`config.mk`:
```
export PLATFORM = sky130hd
export DESIGN_NAME = serial_addsub_ctrl
export DESIGN_NICKNAME = d
export VERILOG_FILES = /design/src/rtl/serial_addsub_ctrl.sv
export SDC_FILE = /design/constraint.sdc
export NUM_CORES = 1
export LEC_CHECK = 0
export ABC_AREA = 1
export BUFFER_PORTS_ARGS = -buffer_cell sky130_fd_sc_hd__buf_4
export CORE_MARGIN = 2
export CORE_UTILIZATION = 30
export DETAILED_ROUTE_END_ITERATION = 8
export GPL_TIMING_DRIVEN = 0
export PLACE_DENSITY = 0.53
export SETUP_SLACK_MARGIN = 0.5
export SYNTH_ARGS = -nofsm -noshare
export SYNTH_HDL_FRONTEND = slang
export SYNTH_SLANG_ARGS = --single-unit
```
`constraint.sdc`:
```
create_clock -name clk -period 1.6 [get_ports clk]
set_input_delay 0 -clock clk [delete_from_list [all_inputs] [get_ports clk]]
set_output_delay 0 -clock clk [all_outputs]
set_load 0.02 [all_outputs]
```
`src/rtl/serial_addsub_ctrl.sv`:
```
// Bit-serial adder/subtractor: one operand bit per clock, LSB first, with a
// three-state controller that presents the full result and carry/borrow at once.
module serial_addsub_ctrl #(
   parameter int unsigned WIDTH = 8
) (
   input  logic             clk,
   input  logic             rst_n,
   input  logic             start,
   input  logic             op,
   input  logic [WIDTH-1:0] a_in,
   input  logic [WIDTH-1:0] b_in,
   output logic             busy,
   output logic             done,
   output logic [WIDTH-1:0] result,
   output logic             carry_out
);

   localparam int unsigned CW = (WIDTH > 1) ? $clog2(WIDTH) : 1;
   localparam logic [CW-1:0] LastBit = CW'(WIDTH - 1);

   typedef enum logic [1:0] {
      StIdle,
      StRun,
      StDone
   } state_t;

   state_t           state_q;
   logic [WIDTH-1:0] a_q;
   logic [WIDTH-1:0] b_q;
   logic             op_q;
   logic             c_q;
   logic [CW-1:0]    cnt_q;
   logic [WIDTH-1:0] sr_q;

   logic             a_bit;
   logic             b_bit;
   logic             s_bit;
   logic             c_next;
   logic [WIDTH-1:0] sr_next;

   // Operands shift right each RUN cycle, so bit 0 is always the current bit.
   always_comb begin
      a_bit   = a_q[0];
      b_bit   = b_q[0];
      s_bit   = a_bit ^ b_bit ^ c_q;
      c_next  = 1'b0;
      if (op_q) begin
         c_next = (~a_bit & b_bit) | (~(a_bit ^ b_bit) & c_q);
      end else begin
         c_next = (a_bit & b_bit) | (c_q & (a_bit ^ b_bit));
      end
      sr_next = {s_bit, sr_q[WIDTH-1:1]};
   end

   always_ff @(posedge clk or negedge rst_n) begin
      if (!rst_n) begin
         state_q   <= StIdle;
         a_q       <= '0;
         b_q       <= '0;
         op_q      <= 1'b0;
         c_q       <= 1'b0;
         cnt_q     <= '0;
         sr_q      <= '0;
         busy      <= 1'b0;
         done      <= 1'b0;
         result    <= '0;
         carry_out <= 1'b0;
      end else begin
         unique case (state_q)
            StIdle: begin
               if (start) begin
                  a_q     <= a_in;
                  b_q     <= b_in;
                  op_q    <= op;
                  c_q     <= 1'b0;
                  cnt_q   <= '0;
                  busy    <= 1'b1;
                  state_q <= StRun;
               end
            end
            StRun: begin
               a_q   <= a_q >> 1;
               b_q   <= b_q >> 1;
               c_q   <= c_next;
               sr_q  <= sr_next;
               cnt_q <= cnt_q + 1'b1;
               if (cnt_q == LastBit) begin
                  // Final bit goes straight to result; sr_q never leaks out mid-op.
                  result    <= sr_next;
                  carry_out <= c_next;
                  done      <= 1'b1;
                  state_q   <= StDone;
               end
            end
            StDone: begin
               done    <= 1'b0;
               busy    <= 1'b0;
               state_q <= StIdle;
            end
            default: begin
               done    <= 1'b0;
               busy    <= 1'b0;
               state_q <= StIdle;
            end
         endcase
      end
   end

endmodule

```
Word level (Yosys, flattened, before mapping)
Cells that the tools add are included. W data, S select, Z words.

Flip-flop bits (word level): 42. Input bits: 20. Output and inout port bits: 11. Word-level logic and storage cells: 52.

Add/sub/neg operators: 1. Equal/unequal tests: 4. Muxes and demuxes: 16. Bitwise logic cells: 12. Reduce and logical (&&, ||, !) cells: 8.

Operators by type and width (number): $pmux W8 S2 (2); $mux W8 (2); $reduce_and A2 Y1 (6); $pmux W1 S2 (3); $pmux W3 S2 (1); $and A1 B1 Y1 (4); $mux W1 (4); $mux W2 (2); $ne A2 B2 Y1 const B (2); $not A1 Y1 (4); $pmux W2 S2 (1); $add A3 B1 Y3 const B (1); $eq A3 B3 Y1 const B (1); $mux W3 (1); $eq A2 B1 Y1 const B (1); $logic_not A2 Y1 (1); $or A1 B1 Y1 (2); $reduce_bool A2 Y1 (1); $xor A1 B1 Y1 (2).

Depth between registers and ports, before layout
Depth in word-level cells: 6. Mapped depth: 7. Depth with buffers taken out: 6.

Least setup slack after synthesis
OpenSTA, ideal clock, no wires.

Kind: register to register. Start point: register a_q[0]. End point: register c_q. Library setup time: 0.132 ns. Arrival time: 1.151 ns. Required time: 1.468 ns. Path slack: 0.317 ns. Stages on the path, launching flop included: 4. Buffers on the path: 0. Period minus slack after synthesis: 1.283 ns. Cells stage by stage: dfrtp_1 -> fa_1 -> o21ai_0 -> o21ai_0.

Word-level cells in the longest chain between the ends: 6. Elaborated cells between the ends (all ways): 11. Those cells by class: mux (2); bitwise (9).

Ends and longest elaborated chain: from (decl) (RTL line 28) `logic [WIDTH-1:0] a_q;`; from (signal assigned) (RTL line 72) `a_q <= a_in;`; from (signal assigned) (RTL line 82) `a_q <= a_q >> 1;`; $xor A1 B1 Y1 (RTL line 48, 50); $not A1 Y1 (RTL line 48) `c_next = (~a_bit & b_bit) | (~(a_bit ^ b_bit) & c_q);`; $and A1 B1 Y1 (RTL line 48); $or A1 B1 Y1 (RTL line 48); $mux W1 (*) (RTL line 47) `if (op_q) begin`; $pmux W1 S2 (*) (RTL line 69) `unique case (state_q)`; to (signal assigned) (RTL line 84) `c_q <= c_next;`; to (decl) (RTL line 31) `logic c_q;`.

Every way passes the cells marked *; elsewhere a longest branch is shown, timed or not. A chain may end at the register's enable or synchronous reset.

Final worst setup path
Start point: register c_q. End point: register sr_q[7].

Word-level cells in the longest chain between the ends: 1.

Ends and longest elaborated chain: $xor A1 B1 Y1 (RTL line 45) `s_bit = a_bit ^ b_bit ^ c_q;`; net s_bit (RTL line 37) `logic s_bit;`; to (signal assigned) (RTL line 85) `sr_q <= sr_next;`; to (decl) (RTL line 33) `logic [WIDTH-1:0] sr_q;`.

The timed path passes the listed nets, and every way through them passes these cells.

==> run_results.csv <==
group,metric,value,unit
critical_path,critPathBufInv,2,
timing,finClkSkew,3.45,ps
die,io_pins,31,
placed_design,place_ws,348,ps
finish,final_nets,323,
critical_path,cp_max_fo,3,
flow_run,cap_viol_max_count,0,
synth,syn_inst,230,
routing,drc_errors,0,
routing,drt-initial-drc-count,64,
synth,synth_compound_area_share,6.80,%
synth,yosysWarnings,0,
finish,syn_to_final_growth,60.4,%
synth,synthAdderAreaFrac,3.18,%
synth,synth_area,2040,µm²
synth,synthMuxAreaShare,0,%
clock_tree,cts_htree_levels,2,
synth,synth.distinct_cells,21,
synth,synth_top_family_by_area,"simple AND/OR/NAND/NOR gates",
global_route,grt_max_degree,42,
critical_path,worstSetupEndpointType,"register",
die,dieArea,7490,µm²
outcome,outcome,"complete, no violations",
placed_design,hpwl,2.85,mm
synth,synth_fp_nets,254,
die,core_area,6680,µm²
critical_path,worstSetupPathType,"reg2reg",
finish,insertedDiodeCount,0,
critical_path,critPathTopFamily,"adder cells",
routing,firstDrtPassIters,4,
timing,worst_slack,380,ps
global_route,grt-ovfl-total,0,
global_route,grt_pass1_wl,8.63,mm
finish,postLayoutCoreUtil,49.1,%
synth,ys_seq_area_share,50.2,%
timing,fmax,0.820,GHz
routing,vias_per_cell,4.57,
placed_design,place.gp.congestion,0.751,
min_path,hp-class,"in2reg",
routing,wl,5.07,mm
synth,syn_area_per_cell,8.88,µm²
critical_path,worst_path_most_repeated_cell,"inv_2",
clock_tree,numCtsBuffers,5,
timing,hold_viol_final,0,
clock_tree,root_buffer,"clkbuf_8",
clock_tree,cts_sinks,41,
clock_tree,clockBufferDepth,2,
timing,slew_headroom,63.5,%
timing,whs,7.57,ps
placed_design,portBuffers,30,
routing,ant_nets,0,
timing,fin_crit,1220,ps
power_and_ir_drop,vdd_drop_max,0.672,mV
timing,fin_crit_sh,76.3,%
critical_path,cpPeakStageDelay,540,ps
die,die_width,86.5,µm
routing,wire_per_inst,13.4,µm
timing,tns,0,ps
global_route,first_global_vias,1805,
synth,synth_seq_cells,41,
timing,setup_viol,0,
timing,drv_slew,0,
timing,worstMarginPinSlew,548,ps
synth,post_synth_xor_area_fraction,0,%
die,die_height,86.5,µm
finish,drive_gt1_share,52.2,%
clock_tree,clk_pin_slew,80,ps
critical_path,worstPathRequired,1830,ps
finish,fillers,641,
critical_path,cp.arrival,1450,ps
critical_path,cp_slowest_cell,"fa_1",
routing,via_count,1732,
timing,rsz0062_at_grt,"yes",
die,std_cell_rows,30,
clock_tree,clkLatencyLatePin,300,ps
die,initial_core_util,30.6,%
clock_tree,cts_tree,"done",
critical_path,crit_path_start_kind,"register",
synth,yosys.area_share.simple,27.3,%
power_and_ir_drop,power_leakage,0.00167,µW
critical_path,path_cells,"inv_2 -> fa_1 -> inv_2 -> o21ai_2",
power_and_ir_drop,power.density,1980,nW/µm²
global_route,grt_use_total,15.0,%
global_route,antenna_found_initial,0,
==> cell usage after synthesis <==
cell type  instances  area [µm²]
nand2_1           60         225
dfrtp_1           41        1030
nand3_1           40         200
inv_1             38         143
o21ai_1            8        40.0
o21ai_2            8        70.1
nand3_2            6        60.1
buf_2              4        20.0
buf_6              4        45.0
o21ai_0            4        20.0
nand2_4            3        33.8
buf_8              2        30.0
fa_1               2        40.0
ha_1               2        25.0
nor2_1             2        7.51
a21oi_2            1        8.76
buf_4              1        7.51
inv_2              1        3.75
inv_4              1        6.26
nand2_8            1        20.0
nor2_4             1        11.3
==> cell type report <==
| type | count | area (µm²) | area share (%) |
|---|---|---|---|
| Timing Repair Buffer | 62 | 668 | 20.4 |
| Inverter | 40 | 155 | 4.73 |
| Tap cell | 80 | 100 | 3.05 |
| Sequential cell | 41 | 1030 | 31.3 |
| Multi-Input combinational cell | 138 | 1070 | 32.6 |
| Buffer | 11 | 173 | 5.27 |
| Clock buffer | 7 | 86.3 | 2.63 |
==> what timing repair did <==
| item | in CTS | in global routing |
|---|---|---|
| gates resized for setup | 63 | 28 |
| hold buffers | 4 | 0 |
| gates cloned | 7 | 0 |
| setup buffers | 20 | 1 |
| endpoints found under the hold margin | 44 | 0 |
| pin swaps | 12 | 10 |
| setup endpoints to repair | 39 | 39 |
==> cells by family after synthesis <==
logic type	count (synthesis)
flops	41
compound gates	21
simple gates	113
buf+inv	51
fa+ha+maj	4
==> path summary, 6_finish.rpt <==
| check | startpoint | endpoint | slack, ps | depth (start not counted) |
|---|---|---|---|---|
| setup / recovery | c_q | sr_q[7] | 380 | 4 |
| hold / removal | b_in[6] | b_q[6] | 8 | 5 |
| setup reg to reg | c_q | sr_q[7] | 380 | 4 |
| hold reg to reg | sr_q[7] | sr_q[7] | 480 | 2 |
| max in group asynchronous | rst_n | a_q[0] | 970 | 2 |
| min in group asynchronous | rst_n | sr_q[5] | 230 | 2 |
==> placed cells by master (no fill, tap or decap) <==
master and instances:
nand3_4 1, a21oi_2 1, nand2_1 44, inv_2 2
buf_16 7, buf_8 4, nand2_2 8, ha_4 1
nor2_4 2, o21ai_2 18, nand3_1 14, clkbuf_8 6
buf_4 45, nand2_4 8, dlygate4sd3_1 4, dfrtp_2 1
clkbuf_1 1, nand2_8 4, fa_1 1, buf_12 8
o21ai_1 2, fa_2 1, dfrtp_1 40, buf_6 4
inv_1 36, nor2_1 1, inv_4 2, buf_2 1
nand3_2 31, ha_2 1
==> per-layer routing <==
metal  routed length, µm  GRT usage [%]  vias up
met5                   0              0        -
met4                  71           5.11        0
met3                 194           2.95        8
met2                2480           24.9       36
met1                2330           19.5      829
li1                    -              -      859
==> metrics by stage <==
stage | area [µm²] | power, µW | cells
after global routing | 3280 | 6960 | 379
after detailed placement | 2450 | 4280 | 340
after CTS | 3150 | 6230 | 378
final | 3280 | 6490 | 379
after global placement | 2450 | 4220 | 340
after floorplan | 2120 | 3620 | 230
==> tightest hold or removal path: stages <==
cell and delay, ps:
buf_4 70, inv_1 30, nand2_1 60, nand3_2 60, nand2_1 50
==> flip-flops by register name (all words and copies together), names as in the netlist <==
signal     cells
carry_out      1
cnt_q          3
done           1
result         8
op_q           1
b_q            8
c_q            1
state_q        2
busy           1
sr_q           7
a_q            8
==> report_power, final <==
group	total, µW	switching, µW	leakage (µW)	internal (µW)
Sequential	1890	367	0.000504	1530
Clock	703	360	0.0000443	343
Combinational	3890	1890	0.00112	2000
Total	6490	2620	0.00167	3870
Power figures use the tool's default switching activity.
